$ cat config.mk
export PLATFORM = sky130hd
export DESIGN_NAME = rule_writer
export DESIGN_NICKNAME = d
export VERILOG_FILES = /design/src/rtl/rule_writer.sv
export SDC_FILE = /design/constraint.sdc
export NUM_CORES = 1
export LEC_CHECK = 0
export CAP_MARGIN = 20
export CORE_ASPECT_RATIO = 0.8
export CORE_MARGIN = 2
export CORE_UTILIZATION = 40
export CTS_BUF_LIST = sky130_fd_sc_hd__clkbuf_4 sky130_fd_sc_hd__clkbuf_8
export CTS_CLUSTER_SIZE = 14
export DETAILED_ROUTE_END_ITERATION = 12
export DONT_BUFFER_PORTS = 1
export SYNTH_ARGS = -nofsm -noshare
export SYNTH_HDL_FRONTEND = slang
export SYNTH_SLANG_ARGS = --single-unit
$ cat constraint.sdc
create_clock -name CLK -period 8.9 [get_ports CLK]
set_clock_uncertainty 0.2 [all_clocks]
set_input_delay 1.78 -clock CLK [delete_from_list [all_inputs] [get_ports CLK]]
set_output_delay 1.78 -clock CLK [all_outputs]
set_load 0.1 [all_outputs]
$ cat src/rtl/rule_writer.sv
// Packs 16-bit parser reduction rules two per 32-bit word (low half first), queues
// the words and writes them out as single-beat AXI4 writes to consecutive addresses.
module rule_writer #(
    parameter int          FIFO_DEPTH         = 16,
    parameter int          C_M_AXI_ADDR_WIDTH = 32,
    parameter logic [15:0] PAD_RULE           = 16'hFFFF
) (
    input  logic                          CLK,
    input  logic                          RST,
    input  logic                          I_START,
    input  logic [C_M_AXI_ADDR_WIDTH-1:0] I_BASE_ADDR,
    input  logic                          I_VALID,
    input  logic [15:0]                   I_RULE,
    input  logic                          I_FLUSH,
    output logic                          O_READY,
    output logic                          O_IDLE,
    output logic [31:0]                   O_COUNT,
    output logic                          O_ERROR,
    output logic [C_M_AXI_ADDR_WIDTH-1:0] M_AXI_AWADDR,
    output logic                          M_AXI_AWVALID,
    input  logic                          M_AXI_AWREADY,
    output logic [31:0]                   M_AXI_WDATA,
    output logic                          M_AXI_WLAST,
    output logic                          M_AXI_WVALID,
    input  logic                          M_AXI_WREADY,
    input  logic [1:0]                    M_AXI_BRESP,
    input  logic                          M_AXI_BVALID,
    output logic                          M_AXI_BREADY
);

    localparam int PW = $clog2(FIFO_DEPTH);

    localparam logic [1:0] S_IDLE  = 2'd0;
    localparam logic [1:0] S_WRITE = 2'd1;
    localparam logic [1:0] S_RESP  = 2'd2;

    logic [1:0]                    r_state;
    logic [31:0]                   r_mem [FIFO_DEPTH];
    logic [PW:0]                   r_wptr;
    logic [PW:0]                   r_rptr;
    logic                          r_half;
    logic [15:0]                   r_lo;
    logic                          r_flush_pend;
    logic [C_M_AXI_ADDR_WIDTH-1:0] r_addr;
    logic [C_M_AXI_ADDR_WIDTH-1:0] r_awaddr;
    logic [31:0]                   r_wdata;
    logic                          r_awvalid;
    logic                          r_wvalid;
    logic                          r_bready;
    logic [31:0]                   r_count;
    logic                          r_err;

    logic        w_full;
    logic        w_empty;
    logic        w_accept;
    logic        w_idle;
    logic        w_push;
    logic [31:0] w_push_data;
    logic        w_half_nxt;
    logic [15:0] w_lo_nxt;
    logic        w_flush_nxt;
    logic        w_aw_done;
    logic        w_w_done;

    assign w_empty  = (r_wptr == r_rptr);
    assign w_full   = (r_wptr[PW] != r_rptr[PW]) && (r_wptr[PW-1:0] == r_rptr[PW-1:0]);
    assign w_accept = I_VALID && !w_full;
    assign w_idle   = (r_state == S_IDLE) && w_empty && !r_half && !r_flush_pend;

    // Ordering within a cycle: a flush left over from an earlier (full) cycle goes
    // first, then the incoming rule, then this cycle's flush. At most one push per cycle.
    always_comb begin
        w_push      = 1'b0;
        w_push_data = '0;
        w_half_nxt  = r_half;
        w_lo_nxt    = r_lo;
        w_flush_nxt = r_flush_pend;
        if (r_flush_pend) begin
            if (!r_half) begin
                w_flush_nxt = 1'b0;
            end else if (!w_full) begin
                w_push      = 1'b1;
                w_push_data = {PAD_RULE, r_lo};
                w_half_nxt  = 1'b0;
                w_flush_nxt = 1'b0;
            end
        end
        if (w_accept) begin
            if (!w_half_nxt) begin
                w_lo_nxt   = I_RULE;
                w_half_nxt = 1'b1;
            end else begin
                w_push      = 1'b1;
                w_push_data = {I_RULE, r_lo};
                w_half_nxt  = 1'b0;
            end
        end
        if (I_FLUSH && w_half_nxt) begin
            if (!w_push && !w_full) begin
                w_push      = 1'b1;
                w_push_data = {PAD_RULE, w_lo_nxt};
                w_half_nxt  = 1'b0;
                w_flush_nxt = 1'b0;
            end else begin
                w_flush_nxt = 1'b1;
            end
        end
    end

    always_ff @(posedge CLK or posedge RST) begin
        if (RST) begin
            r_half       <= 1'b0;
            r_lo         <= '0;
            r_flush_pend <= 1'b0;
            r_wptr       <= '0;
        end else begin
            r_half       <= w_half_nxt;
            r_lo         <= w_lo_nxt;
            r_flush_pend <= w_flush_nxt;
            if (w_push) begin
                r_wptr <= r_wptr + 1'b1;
            end
        end
    end

    always_ff @(posedge CLK) begin
        if (w_push) begin
            r_mem[r_wptr[PW-1:0]] <= w_push_data;
        end
    end

    // A channel counts as done once its VALID is already low or handshakes this cycle.
    assign w_aw_done = !r_awvalid || M_AXI_AWREADY;
    assign w_w_done  = !r_wvalid || M_AXI_WREADY;

    always_ff @(posedge CLK or posedge RST) begin
        if (RST) begin
            r_state   <= S_IDLE;
            r_rptr    <= '0;
            r_awaddr  <= '0;
            r_wdata   <= '0;
            r_awvalid <= 1'b0;
            r_wvalid  <= 1'b0;
            r_bready  <= 1'b0;
            r_addr    <= '0;
            r_count   <= '0;
            r_err     <= 1'b0;
        end else begin
            case (r_state)
                S_IDLE: begin
                    if (!w_empty) begin
                        r_awaddr  <= r_addr;
                        r_wdata   <= r_mem[r_rptr[PW-1:0]];
                        r_rptr    <= r_rptr + 1'b1;
                        r_awvalid <= 1'b1;
                        r_wvalid  <= 1'b1;
                        r_state   <= S_WRITE;
                    end
                end
                S_WRITE: begin
                    if (M_AXI_AWREADY) begin
                        r_awvalid <= 1'b0;
                    end
                    if (M_AXI_WREADY) begin
                        r_wvalid <= 1'b0;
                    end
                    if (w_aw_done && w_w_done) begin
                        r_bready <= 1'b1;
                        r_state  <= S_RESP;
                    end
                end
                S_RESP: begin
                    if (M_AXI_BVALID) begin
                        r_bready <= 1'b0;
                        r_addr   <= r_addr + C_M_AXI_ADDR_WIDTH'(4);
                        if (r_count != 32'hFFFF_FFFF) begin
                            r_count <= r_count + 32'd1;
                        end
                        r_err   <= r_err | (M_AXI_BRESP != 2'b00);
                        r_state <= S_IDLE;
                    end
                end
                default: r_state <= S_IDLE;
            endcase
            if (I_START && w_idle) begin
                r_addr  <= I_BASE_ADDR;
                r_count <= '0;
                r_err   <= 1'b0;
            end
        end
    end

    assign O_READY       = !w_full;
    assign O_IDLE        = w_idle;
    assign O_COUNT       = r_count;
    assign O_ERROR       = r_err;
    assign M_AXI_AWADDR  = r_awaddr;
    assign M_AXI_AWVALID = r_awvalid;
    assign M_AXI_WDATA   = r_wdata;
    assign M_AXI_WLAST   = 1'b1;
    assign M_AXI_WVALID  = r_wvalid;
    assign M_AXI_BREADY  = r_bready;

endmodule
==> metrics.txt, run 1 <==
largest delay contributor family on the critical path simple AND/OR/NAND/NOR gates; reported net switching power between 0.003 and 0.004 W; Clk pin slew, worst setup/hold paths 60 ps; number of port buffers 0; HPWL after detailed placement 34660 µm; GRT Overall Usage 17.57%; die area 69480 µm²; actual transition at the worst max-transition pin 1137 ps; GP Congestion 0.7834; classification of the worst setup path reg2out; share of async-settable or async-resettable flops after synthesis between 20% and 30%; final critical-path share of the clock period 61.38%; Critical Path Sink Type output pin; number of antenna violations at the first check in global routing 2; worst endpoint required time around 7000 ps; Final TNS setup 0 ps; Site Rows 85; clock sink count 674; Max Slew Vio Count 0; width of the die 294.2 µm; average via count per standard cell 5.618; remaining design rule violation count 0; final worst hold slack about 270 ps; Post-synth EDFFs 512; class of the tightest hold or removal check reg2reg; num ports around 160; hold violation total from the final report 0; Total Nets Final around 1700; mapped cell area roughly 27000 µm²; overall power of the completed layout 0.01036 W; leakage power of the design 10.49 nW; number of instances in the synthesized netlist approximately 1600; CTS root buf clkbuf_8; cells along the critical path xor2_1 -> nor4_4 -> and3_1; total iterations of the first detailed-routing run 5; wire length of the first global-routing pass 91320 µm; CTS tree done; portion of total power attributed to sequential cells 51.5%; top fanout value on the critical path 40; Yosys Warn Count 0; distinct cell type count after synthesis 62; data arrival at the endpoint of the critical path 3480 ps; sequential cell area fraction in the yosys report 72.09%; Chip Height 236.2 µm; Mapped Avg Cell Area 16.89 µm²; peak per-stage delay on the critical path 960 ps; post-CTS setup buffer count 0; area added between synthesis and finish 11.61%; flops & latches, synth 674; Starting DRT DRC Count 1221; CTS Buf Count 104; result of the run complete, no violations; post-route minimum period 5463 ps; combinational fraction of design power 23.4%; ratio of cells with drive above 1 in the final layout 22.24%; Post-DRT Antenna Nets 0; leading register cell type out of synthesis edfxtp_1; core outline area around 67000 µm²; syn_nets 1661; Peak VDD IR approximately 0.25 mV; wirelength, routed 61050 µm; launching element type of the critical path flop; FMAX 183.1 MHz; clock share of power 25.0%; Initial Util 40.23%; Clock Latency Late Sink 710 ps; maximum capacitance violations 0; power per cell area 344.4 nW/µm²; setup repair after global routing missed its margin no; average wire per cell in the routed design 23.63 µm; PostCTS Resize Cnt 0; routed vias 14520; placed instance area 27800 µm²; Worst Setup SP r_rptr[0]$_DFFE_PP0P_; setup violation total in the final timing report 0; final global-route overflow total 0; maximum buffer depth of the clock tree 3; Post-Layout Inst Area 30080 µm²; origin of the critical flop-to-flop path r_rptr[0]$_DFFE_PP0P_; startpoint of the worst hold path r_addr[0]$_DFFE_PP0P_; count of H-tree levels built during CTS 3; switching share of power 37.99%; internal power component 0.006425 W; Bufs and invs on worst path 0; Post-CTS Hold Fix Bufs 0; via count of the first global-routing pass 14630; pin count of the biggest net entering global routing 94; worst rel slew slack 24.23%; slowest cell on the critical path dfrtp_4
[cell families (layout without fill, tap and decap cells)]
group | after synthesis | after routing | share of synthesized area [%]
AND/OR/NAND/NOR | 370 | 370 | 6.652
other | 1 | 2 | 0.01391
adder cells (fa/ha/maj) | 7 | 7 | 0.3249
XOR/XNOR | 35 | 35 | 1.137
flip-flops | 674 | 674 | 72.09
AO/OA/AOI/OAI | 245 | 245 | 6.244
multiplexers | 151 | 151 | 11.62
buffers and inverters | 113 | 230 | 1.917
[layout make-up]
class,instances,area [µm²]
Multi-Input combinational cell,809,7073
Clock buffer,154,1894
Tap cell,870,1089
Fill cell,5780,36920
Inverter,16,65.06
Sequential cell,674,19440
Antenna cell,1,2.502
Timing Repair Buffer,27,305.3
Clock inverter,33,215.2
[through the flow]
step / cells / setup WS, ps / utilization (%)
final: 2584 / 3437 / 44.89
after global routing: 2584 / 3125 / 44.89
after CTS: 2573 / 3288 / 44.64
after detailed placement: 2386 / 4071 / 41.50
after global placement: 2386 / 4061 / 41.50
after floorplan: 1596 / 2543 / -
[synth_stat cells (3+ instances only)]
| cell type | number | share of area, % |
|---|---|---|
| o21a_1 | 3 | 0.084 |
| ha_1 | 7 | 0.32 |
| buf_2 | 29 | 0.54 |
| xor2_1 | 23 | 0.75 |
| o31ai_1 | 13 | 0.36 |
| mux4_2 | 128 | 11 |
| a22o_1 | 50 | 1.6 |
| or3_1 | 12 | 0.28 |
| nand4_1 | 23 | 0.53 |
| a221oi_1 | 32 | 1.0 |
| or4_1 | 14 | 0.39 |
| and2_1 | 5 | 0.12 |
| nand2_1 | 197 | 2.7 |
| o311ai_0 | 3 | 0.098 |
| edfxtp_1 | 512 | 57 |
| o21ai_0 | 75 | 1.4 |
| a21oi_1 | 32 | 0.59 |
| xnor2_1 | 12 | 0.39 |
| nor3_1 | 13 | 0.24 |
| nor2b_1 | 5 | 0.12 |
| a21o_1 | 17 | 0.47 |
| clkbuf_1 | 51 | 0.71 |
| mux2i_1 | 7 | 0.26 |
| clkbuf_2 | 3 | 0.056 |
| dfrtp_1 | 162 | 15 |
| mux2_2 | 16 | 0.67 |
| buf_6 | 5 | 0.21 |
| inv_1 | 15 | 0.21 |
| and3_1 | 23 | 0.53 |
| nor4_1 | 5 | 0.12 |
| nor2_1 | 22 | 0.31 |
| nand3_1 | 30 | 0.56 |
| buf_4 | 4 | 0.11 |
| and4_1 | 4 | 0.13 |
| o211ai_1 | 6 | 0.17 |
| buf_1 | 5 | 0.070 |
[metal layers]
metal	vias to the layer above	track usage [%]	share of wire [%]	routed length (µm)
li1	6399	-	-	-
met1	7601	24.39	45	27360
met5	-	0	0	0
met2	416	27.62	47	28790
met3	100	4.212	6.0	3680
met4	0	5.195	2.0	1222
[power by group through the flow]
stage                     Sequential, W  Clock [W]  Combinational (W)
after floorplan                 0.00518          0            0.00191
after global placement          0.00540          0            0.00239
after detailed placement        0.00542          0            0.00244
after CTS                       0.00535    0.00265            0.00245
after global routing            0.00541    0.00279            0.00268
final                           0.00534    0.00259            0.00243
[cells in the final DEF (no fill, tap or decap), types with 17 or more instances in the layout]
cell and n:
nand3_1 30, xor2_1 23, a21oi_1 32, nand2_1 197, a21o_1 17, nand4_1 23, a221oi_1 32, clkbuf_4 36
edfxtp_1 512, clkbuf_8 118, buf_4 17, a22o_1 50, mux4_2 128, dfrtp_1 160, nor2_1 20, o21ai_0 75
[worst reg2reg max path, stage by stage (launching register included)]
cell	delay, ps
dfrtp_4	960
xor2_1	240
nor4_4	620
and2_1	430
inv_2	320
and3_1	580
a22o_1	530
[worst paths after layout]
check | endpoint | slack (ps) | cells after the start
min in group asynchronous | O_COUNT[31]$_DFFE_PP0P_ | 800 | 1
setup reg to reg | r_mem[15][7]$_DFFE_PP_ | 4660 | 6
max in group asynchronous | M_AXI_WDATA[1]$_DFFE_PP0P_ | 5870 | 3
hold / removal | M_AXI_AWADDR[0]$_DFFE_PP0P_ | 270 | 2
setup / recovery | O_IDLE | 3440 | 3
hold reg to reg | M_AXI_AWADDR[0]$_DFFE_PP0P_ | 270 | 2
[sequential cells by signal (all words and copies together) (netlist names), 2 cells and up]
signal	cells
M_AXI_AWADDR	32
M_AXI_WDATA	32
O_COUNT	32
r_addr	32
r_lo	16
r_mem	512
r_rptr	5
r_state	2
r_wptr	5
(Power assumes the default switching activity.)
==> run 2: changes to the inputs <==
==> constraint.sdc (replaced) <==
create_clock -name CLK -period 4.9 [get_ports CLK]
set_clock_uncertainty 0.2 [all_clocks]
set_input_delay 0.98 -clock CLK [delete_from_list [all_inputs] [get_ports CLK]]
set_output_delay 0.98 -clock CLK [all_outputs]
set_load 0.1 [all_outputs]
==> run 2 against run 1 <==
  * Wire length is 7.5% higher
  * Power is 86% higher
  * Global-route usage is 1.5 points higher
  * Highest routed layer is now met5
  * Non-clock buffer count is 17 higher
==> metrics.txt, run 2 (same netlist as run 1, synthesis figures left out) <==
result of the run complete, no violations; average via count per standard cell 5.657 (+0.70%); Max Slew Vio Count 0 (unchanged); hold violation total from the final report 0 (unchanged); core outline area 67000 µm² (unchanged); leakage power of the design 10.68 nW (+1.8%); Clk pin slew, worst setup/hold paths 60 ps (about the same); Min-Delay Endpoint r_addr[0]$_DFFE_PP0P_; remaining design rule violation count 0 (unchanged); Reg2Reg Depth 6 (unchanged); Layout Utilization 45.41% (+0.51 points); setup repair after global routing missed its margin no; maximum buffer depth of the clock tree 3 (unchanged); number of antenna violations at the first check in global routing 3 (+1); startpoint of the worst hold path I_BASE_ADDR[0]; via count of the first global-routing pass 15070 (+3.0%); slowest cell on the critical path dfrtp_4; placed instance area 28120 µm² (+1.1%); actual transition at the worst max-transition pin 1100 ps (-36.61 ps); clock sink count 674 (unchanged); final critical-path share of the clock period 81.62%; classification of the worst setup path reg2out; HPWL after detailed placement 37620 µm (+8.6%); class of the tightest hold or removal check in2reg; routed vias 14820 (+2.1%); Bufs and invs on worst path 1 (+1); launching element type of the critical path flop; post-CTS setup buffer count 0 (unchanged); area added between synthesis and finish 12.88%; worst reg2reg endpoint r_mem[6][14]$_DFFE_PP_; setup violation total in the final timing report 0 (unchanged); worst endpoint required time 3720 ps (-3200 ps); wirelength, routed 65620 µm (+7.5%); Total Nets Final 1717 (+1.2%); CTS tree done; Final TNS setup 0 ps (unchanged); largest delay contributor family on the critical path simple AND/OR/NAND/NOR gates; FMAX between 200 and 300 MHz; final global-route overflow total 0 (unchanged); register-to-register setup slack 1030 ps (-3630 ps); average wire per cell in the routed design 25.06 µm (+6.1%); most utilized layer in the global route result met2; Chip Height 236.2 µm (unchanged); Post-DRT Antenna Nets 0 (unchanged); Clock Latency Late Sink 710 ps (about the same); data arrival at the endpoint of the critical path 2820 ps (-660 ps); pin count of the biggest net entering global routing 132 (+40%); peak per-stage delay on the critical path 640 ps (-320 ps); GP Congestion 0.8118 (+3.6%); Placed Instances 2410 (+1.0%); width of the die 294.2 µm (unchanged); Post-Layout Inst Area 30420 µm² (+1.1%); Critical Path Sink Type output pin; worst hold path cell count 2 (unchanged); die area 69480 µm² (unchanged); final non-filler cell total 2619 (+1.4%); GRT Overall Usage 19.08% (+1.5 points); met3 Track Usage GR 4.984% (+0.77 points); number of port buffers 0 (unchanged); wire length of the first global-routing pass 98170 µm (+7.5%); post-route minimum period 4000 ps; met1 layer usage reported by global route 26.71% (+2.3 points); worst rel slew slack 26.67% (+2.4 points); Initial Util 40.23% (unchanged); maximum capacitance violations 0 (unchanged); leading cell type in the layout, fill and taps excluded edfxtp_1; cells along the critical path xor2_1 -> nor4_4 -> and2_1 -> inv_2; highest-count cells in the layout ignoring fill and taps edfxtp_1, nand2_1, dfrtp_1; origin of the critical flop-to-flop path r_rptr[0]$_DFFE_PP0P_; ratio of cells with drive above 1 in the final layout 23.32% (+1.1 points); Peak VDD IR 0.4973 mV (+98%); Site Rows 85 (unchanged); top fanout value on the critical path 19 (-53%); flip-flop count of the largest register, all copies and words added 512 (unchanged); CTS Buf Count 107 (+2.9%); power per cell area 634.7 nW/µm² (+84%); num ports 161 (unchanged); overall power of the completed layout 0.01931 W (+86%); count of H-tree levels built during CTS 3 (unchanged); global-route track usage on met2 29.45% (+1.8 points); total iterations of the first detailed-routing run 7 (+2); CTS root buf clkbuf_8; Starting DRT DRC Count 1302 (+6.6%)
-- run 2: cell types whose count changed in the layout (fill, tap and decap cells not counted), sizes merged --
cell	previous run	this run
buf	26	42
bufinv	1	4
clkbuf	155	154
clkinv	28	39
clkinvlp	1	2
diode	1	4
dlygate4sd3	0	1
inv	19	20
-- run 2: where the power goes --
group	switching, W	internal, W	leakage (nW)	total, W
Combinational	0.00286	0.00193	2.70	0.00479
Sequential	0.00228	0.00728	6.78	0.00956
Clock	0.00224	0.00272	1.20	0.00496
Total	0.00738	0.0119	10.7	0.0193
-- run 2: metal layers --
layer,vias up,routed length [µm]
met5,-,27
met4,4,1593
li1,6442,-
met3,106,4854
met2,504,30630
met1,7759,28520
-- run 2: worst max-delay path by stage --
stage / from / to / slack (ps) / depth (start not counted)
finish: r_rptr[0]$_DFFE_PP0P_ / O_READY / 900 / 4
CTS: r_rptr[0]$_DFFE_PP0P_ / O_READY / 810 / 4
global placement: r_rptr[0]$_DFFE_PP0P_ / r_mem[14][12]$_DFFE_PP_ / 1150 / 6
detailed placement: r_rptr[0]$_DFFE_PP0P_ / r_mem[13][5]$_DFFE_PP_ / 1060 / 6
floorplan: I_FLUSH / r_mem[3][0]$_DFFE_PP_ / 420 / 6
global route: r_rptr[0]$_DFFE_PP0P_ / O_READY / 660 / 4
-- run 2: final cells by class --
class | instances | area [µm²]
Antenna cell | 4 | 10.01
Clock buffer | 153 | 1899
Clock inverter | 49 | 352.8
Fill cell | 5762 | 36580
Inverter | 16 | 63.81
Multi-Input combinational cell | 809 | 7076
Sequential cell | 674 | 19440
Tap cell | 870 | 1089
Timing Repair Buffer | 44 | 498.0
-- run 2: metrics by stage --
step / setup WS [ps] / hold slack (ps)
after floorplan: 417.8 / 238.6
after global placement: 1151 / 254.0
after detailed placement: 1059 / 264.8
after CTS: 805.3 / 124.2
after global routing: 661.4 / 143.7
final: 900.4 / 184.6
-- run 2: timing repair --
item                                   CTS  global route
hold buffers                             1             0
gates resized for setup                  0             0
endpoints found under the hold margin    3             0
